[src/rtl/mem_arb_pkg.sv]
// mem_arb_pkg: shared types for the fetch/load-store memory arbiter
package mem_arb_pkg;
  localparam int ARB_XLEN = 32;
  typedef enum logic [1:0] {IDLE, ISSUE, WAIT} arb_state_t;
  typedef enum logic [1:0] {NONE, INSTR, DATA} arb_owner_t;
  typedef struct packed {
    logic                  we;
    logic [ARB_XLEN/8-1:0] be;
    logic [ARB_XLEN-1:0]   addr;
    logic [ARB_XLEN-1:0]   wdata;
  } mem_req_t;
endpackage

[src/rtl/arb_streak_ctr.sv]
// arb_streak_ctr: saturating count of data grants made while a fetch is waiting
module arb_streak_ctr #(
  parameter int MAX_STREAK = 4
) (
  input  logic clk,
  input  logic reset_n,
  input  logic inc_i,
  input  logic clr_i,
  output logic limit_hit_o
);
  localparam int W = $clog2(MAX_STREAK + 1);
  logic [W-1:0] cnt_q, cnt_d;
  assign limit_hit_o = cnt_q == W'(MAX_STREAK);
  always_comb cnt_d = clr_i ? '0 : (inc_i && !limit_hit_o) ? cnt_q + W'(1) : cnt_q;
  always_ff @(posedge clk or negedge reset_n)
    if (!reset_n) cnt_q <= '0;
    else cnt_q <= cnt_d;
endmodule

[src/rtl/mem_arbiter.sv]
// mem_arbiter: shares one single-ported memory between instruction fetch and load/store,
// data first with a streak limit so fetch cannot starve; one transaction outstanding.
module mem_arbiter
  import mem_arb_pkg::*;
#(
  parameter int XLEN       = ARB_XLEN,
  parameter int MAX_STREAK = 4
) (
  input  logic            clk,
  input  logic            reset_n,
  input  logic            i_req,
  input  logic [XLEN-1:0] i_addr,
  output logic            i_ack,
  output logic [XLEN-1:0] i_rdata,
  input  logic            d_req,
  input  logic            d_we,
  input  logic [XLEN/8-1:0] d_be,
  input  logic [XLEN-1:0] d_addr,
  input  logic [XLEN-1:0] d_wdata,
  output logic            d_ack,
  output logic [XLEN-1:0] d_rdata,
  output logic            m_req,
  input  logic            m_ready,
  output logic            m_we,
  output logic [XLEN/8-1:0] m_be,
  output logic [XLEN-1:0] m_addr,
  output logic [XLEN-1:0] m_wdata,
  input  logic            m_rvalid,
  input  logic [XLEN-1:0] m_rdata
);
  arb_state_t state_q, state_d;
  arb_owner_t owner_q, owner_d;
  mem_req_t   req_q, req_d;
  logic       limit_hit, gnt_d, gnt_i;
  assign gnt_d = state_q == IDLE && d_req && (!i_req || !limit_hit);
  assign gnt_i = state_q == IDLE && !gnt_d && i_req;
  // the streak only grows while a fetch is actually being held off
  arb_streak_ctr #(.MAX_STREAK(MAX_STREAK)) u_streak (
    .clk         (clk),
    .reset_n     (reset_n),
    .inc_i       (gnt_d && i_req),
    .clr_i       (gnt_i || (gnt_d && !i_req)),
    .limit_hit_o (limit_hit)
  );
  always_comb begin
    state_d = state_q;
    owner_d = owner_q;
    req_d   = req_q;
    case (state_q)
      IDLE: if (gnt_d || gnt_i) begin
        state_d = ISSUE;
        owner_d = gnt_d ? DATA : INSTR;
        req_d   = gnt_d ? mem_req_t'{d_we, d_be, d_addr, d_wdata} : mem_req_t'{1'b0, '0, i_addr, '0};
      end
      ISSUE: state_d = m_ready ? WAIT : ISSUE;
      WAIT: if (m_rvalid) begin
        state_d = IDLE;
        owner_d = NONE;
      end
      default: state_d = IDLE;
    endcase
  end
  always_ff @(posedge clk or negedge reset_n)
    if (!reset_n) begin
      state_q <= IDLE;
      owner_q <= NONE;
      req_q   <= '0;
    end else begin
      state_q <= state_d;
      owner_q <= owner_d;
      req_q   <= req_d;
    end
  assign m_req   = state_q == ISSUE;
  assign m_we    = req_q.we;
  assign m_be    = req_q.be;
  assign m_addr  = req_q.addr;
  assign m_wdata = req_q.wdata;
  assign i_ack   = m_rvalid && state_q == WAIT && owner_q == INSTR;
  assign d_ack   = m_rvalid && state_q == WAIT && owner_q == DATA;
  assign i_rdata = m_rdata;
  assign d_rdata = m_rdata;
endmodule

[config.mk]
export PLATFORM = sky130hd
export DESIGN_NAME = mem_arbiter
export DESIGN_NICKNAME = d
export VERILOG_FILES = /design/src/rtl/mem_arb_pkg.sv /design/src/rtl/arb_streak_ctr.sv /design/src/rtl/mem_arbiter.sv
export SDC_FILE = /design/constraint.sdc
export NUM_CORES = 1
export LEC_CHECK = 0
export BUFFER_PORTS_ARGS = -buffer_cell sky130_fd_sc_hd__buf_2
export CAP_MARGIN = 20
export CORE_AREA = 5 5 104 106
export CTS_CLUSTER_SIZE = 20
export DETAILED_ROUTE_END_ITERATION = 12
export DIE_AREA = 0 0 109 111
export PLACE_DENSITY = 0.8
export SLEW_MARGIN = 20
export SYNTH_ARGS = -nofsm -noshare
export SYNTH_HDL_FRONTEND = slang
export SYNTH_SLANG_ARGS = --single-unit
[constraint.sdc]
create_clock -name clk -period 3 [get_ports clk]
set_input_delay 0.15 -clock clk [delete_from_list [all_inputs] [get_ports clk]]
set_output_delay 0.15 -clock clk [all_outputs]
set_load 0.02 [all_outputs]
**Yosys cells after proc, flatten, opt, wreduce, memory -nomap -nowiden**

Cells that the tools add are included.

- Word-level logic and storage cells: 47
- Flip-flop bits (word level): 76
- Output and inout bits: 136

- Muxes and demuxes: 10
- Add/subtract/negate cells: 1
- Eq/ne operators: 7
- Reductions and logical operators: 22

Operators by type and width:

| cell | number |
|---|---|
| 2-to-1 mux 69 bit | 1 |
| logical AND 1 bit | 10 |
| 2-to-1 mux 2 bit | 5 |
| 2-to-1 mux 3 bit | 2 |
| case mux 2 bit (3 select lines) | 1 |
| equality test 2 x 1 -> 1 bit (second input constant) | 2 |
| equality test 2 bit (second input constant) | 2 |
| case mux 2 bit (2 select lines) | 1 |
| AND reduction 2 bit | 2 |
| nonzero test 2 bit | 2 |
| adder 3 x 1 -> 3 bit (second input constant) | 1 |
| equality test 3 bit (second input constant) | 1 |
| logical NOT 1 bit | 3 |
| logical OR 1 bit | 3 |
| AND reduction 3 bit | 1 |
| logical NOT 2 bit | 1 |
| inequality test 2 x 1 -> 1 bit (second input constant) | 1 |
| inequality test 2 bit (second input constant) | 1 |

**Longest topological paths before layout**

- Depth in word-level cells: 10
- Mapped depth: 8
- Gate-level depth less buffers: 5

**Hierarchy**

From an unflattened synthesis, not the netlist that was laid out.

- Cells, all modules: 346
- Area total of the unflattened synthesis: 4,042.6 um^2

By module, submodules not included:

| module | area an instance (um^2) | cells an instance | times used |
|---|---|---|---|
| mem_arbiter | 3,844.9 | 328 | 1 |
| arb_streak_ctr | 197.7 | 18 | 1 |

**Worst setup path before layout**

No wires, ideal clock.

- Path kind: register to register
- Start: register state_q[0]
- End: register req_q (netlist bit m_addr[10])
- Clock period less this slack: 1.665 ns
- Slack: 1.335 ns
- Data required time: 2.920 ns
- Stages on the path, launching flop included: 8
- Arrival: 1.585 ns
- Buffers on the path: 4
- Path through: dfrtp_1 > buf_6 > or3b_1 > buf_2 > or2_1 > buf_2 > buf_6 > o211ai_2

- Longest elaborated chain between the ends: 8

RTL lines:

| element | line | RTL |
|---|---|---|
| start: declaration | mem_arbiter.sv:31 | `arb_state_t state_q, state_d;` |
| start signal: assignment | mem_arbiter.sv:69 | `state_q <= state_d;` |
| logical NOT 2 bit (*) | mem_arbiter.sv:35, mem_arbiter.sv:36, mem_arbiter.sv:49 |  |
| logical AND 1 bit (2 in series) | mem_arbiter.sv:35 | `assign gnt_d = state_q == IDLE && d_req && (!i_req \|\| !limit_hit);` |
| logical NOT 1 bit | mem_arbiter.sv:36 | `assign gnt_i = state_q == IDLE && !gnt_d && i_req;` |
| logical AND 1 bit (2 in series) | mem_arbiter.sv:36 |  |
| logical OR 1 bit | mem_arbiter.sv:50 | `IDLE: if (gnt_d \|\| gnt_i) begin` |
| AND reduction 2 bit (no source line) | - |  |
| end signal: assignment | mem_arbiter.sv:71 | `req_q <= req_d;` |
| end: declaration | mem_arbiter.sv:33 | `mem_req_t req_q, req_d;` |

Every way passes the cells marked *; elsewhere a longest branch is shown, timed or not.
A chain may end at the register's enable or synchronous reset.

**Worst setup path in the final report**

- Start: register state_q[0]
- End: register req_q (netlist bit m_addr[1])

Same word-level chain as after synthesis.

==> results.py <==
metrics = {
    "final_layout": {
        "diodes": 0,
        "multiInputGateArea_um2": 1380,
        "final_nets": 613,
        "syn_to_final_growth_pct": 16.3,
        "layout-drive-gt1-share_pct": 48.3,
        "layout_common_cells": "buf_2 (177), dfrtp_1 (76), a22o_1 (39)",
        "seq_area_um2": 1900,
        "final_common_cell": "buf_2",
        "fin_area_um2": 4710,
        "num-fill-cells": 930,
    },
    "cts": {
        "h-tree-depth": 3,
        "numClockSinks": 76,
        "cts_resized": 0,
        "cts_buffer_depth": 2,
        "insertion_delay_ns": 0.34,
        "holdBufCountCts": 2,
        "clk_pin_slew_ns": 0.08,
        "cts_made_buffers": 9,
        "cts-root-buf": "clkbuf_8",
        "cts_tree": "built",
        "post-cts-setup-buffer-count": 0,
    },
    "logic_synthesis": {
        "synth_top_area_share_pct": 47.0,
        "synth_cell_types": 27,
        "synth_top_area_cell": "dfrtp_1",
        "synth.avg_cell_area_um2": 10.8,
        "netlist_instances": 375,
        "synth.net_count": 516,
        "synth_area_um2": 4050,
        "yosys_warnings": 0,
        "synthTopCellsByArea": "dfrtp_1 (47%), buf_4 (12%), o211ai_2 (9.0%)",
        "yosys_register_bits": 76,
        "yosysSeqAreaShare_pct": 47.0,
    },
    "routing": {
        "final_antenna_net_count": 0,
        "drtPass1Iterations": 4,
        "wl_per_cell_um": 19.0,
        "vias": 3265,
        "drt_iter0_drc": 194,
        "viasPerCell": 5.36,
        "routed_wl_um": 11600,
        "drcViolationCount": 0,
    },
    "sta": {
        "finalMaxSlewViolations": 0,
        "setup_tns_ns": 0,
        "hold_viol": 0,
        "slew_headroom_pct": 35.6,
        "period_share_pct": 73.2,
        "worstMarginPinSlew_ns": 0.966,
        "whs_ns": 0.0326,
        "fin_skew_ns": 0.00985,
        "period_minus_slack_ns": 2.20,
        "final-setup-viol-count": 0,
        "max_freq_mhz": 455,
        "rsz0062_at_grt": "false",
    },
    "place": {
        "portBuffers": 178,
        "placed_area_um2": 4500,
        "gp_congestion": 0.852,
        "dpl.hpwl_um": 8450,
    },
    "floorplanning": {
        "core_um2": 9680,
        "die_h_um": 111,
        "start_util_pct": 41.8,
        "die_area_um2": 12100,
        "io-pin-count": 275,
        "die_w_um": 109,
        "std_cell_rows": 36,
    },
    "grt": {
        "grt_pass1_vias": 3442,
        "busiest_layer": "met2",
        "overflow": 0,
        "grt_max_degree": 77,
        "antenna_found_initial": 0,
        "use_met2_pct": 31.6,
        "met1_usage_pct": 23.0,
        "grt_pass1_wl_um": 18200,
        "grt_usage_pct": 18.9,
        "use_met3_pct": 6.52,
    },
    "power_and_ir_drop": {
        "leakage_uw": 0.00244,
        "powerDensity_nw_per_um2": 1060,
        "fin_total_pwr_uw": 4990,
        "peakVddDrop_mv": 0.347,
    },
    "critical_path": {
        "worstPathArrival_ns": 2.45,
        "crit_type": "register to register",
        "cp.required_ns": 3.25,
        "critPathCaptureType": "register",
        "path_max_fanout": 33,
        "start_kind": "register",
    },
    "run_status": {
        "run_status": "completed",
    },
    "min_path": {
        "hold_path.class": "input port to register",
    },
    "run": {
        "maxCapViolations": 0,
    },
}
## metrics by stage
| stage | instances | utilization [%] | setup slack [ns] |
|---|---|---|---|
| after CTS | 609 | 48.6 | 0.790 |
| after floorplan | 375 | - | 1.33 |
| final | 609 | 48.6 | 0.803 |
| after global routing | 609 | 48.6 | 0.665 |
| after detailed placement | 592 | 46.5 | 0.803 |
| after global placement | 592 | 46.5 | 0.863 |
## state kept, by name, summed over array words and instances, names as in the netlist
name and count:
m_addr 32, m_be 4, m_wdata 32, m_we 1
owner_q 2, state_q 2, u_streak.cnt_q 3
## cells in the mapped netlist, drive strengths merged
cell type,count
buf,78
dfrtp,76
a22o,39
inv,35
o21ai,34
o2111ai,32
o211ai,32
clkbuf,21
nor2,6
nand2,3
or2,3
a21oi,2
a32o,2
ha,2
nor2b,2
nor4b,2
a211oi,1
a31o,1
and3,1
mux2i,1
o31ai,1
or3b,1
## worst paths after layout
kind                               end         from  slack [ns]  cells after the start
max reg2reg                  m_addr[1]   state_q[0]        0.80                      3
min                        m_wdata[22]  d_wdata[22]        0.03                      2
max in group asynchronous         m_we      reset_n        1.87                      2
min reg2reg                 m_wdata[6]   m_wdata[6]        0.50                      1
max                          m_addr[1]   state_q[0]        0.80                      3
min in group asynchronous   m_addr[29]      reset_n        0.51                      2
## metal layers
metal | vias to the layer above | wire length [um]
met1 | 1571 | 4370
met2 | 184 | 5830
met3 | 19 | 1210
li1 | 1491 | -
met4 | 0 | 172
met5 | - | 0
## kinds of logic (layout without fill, tap and decap cells)
group | after synthesis | count (layout) | synth area share, %
AO/OA/AOI/OAI | 144 | 144 | 30.4
buffers and inverters | 134 | 235 | 19.4
flip-flops | 76 | 76 | 47.0
AND/OR/NAND/NOR | 18 | 18 | 2.41
adder cells (fa/ha/maj) | 2 | 2 | 0.618
multiplexers | 1 | 1 | 0.247
## worst max-delay path: stages (launching register included)
cell and delay, ns:
dfrtp_1 0.47, or3b_1 0.62, or2_2 0.70, o211ai_1 0.31
## final cells by class
| class | instances | share of cell area (%) |
|---|---|---|
| well taps | 133 | 3.53 |
| flip-flops and latches | 76 | 40.4 |
| multi-input cells | 165 | 29.2 |
| repair buffers | 185 | 20.2 |
| clock buffers | 13 | 3.16 |
| inverters | 35 | 2.79 |
| clock inverters | 2 | 0.744 |
## where the power goes
part	leakage, uW	internal [uW]	switching, uW
logic	0.00141	905	1540
registers	0.000940	1500	279
clock network	0.0000935	403	359
total	0.00244	2800	2180
Note: power is estimated with default switching activity, not from simulation.
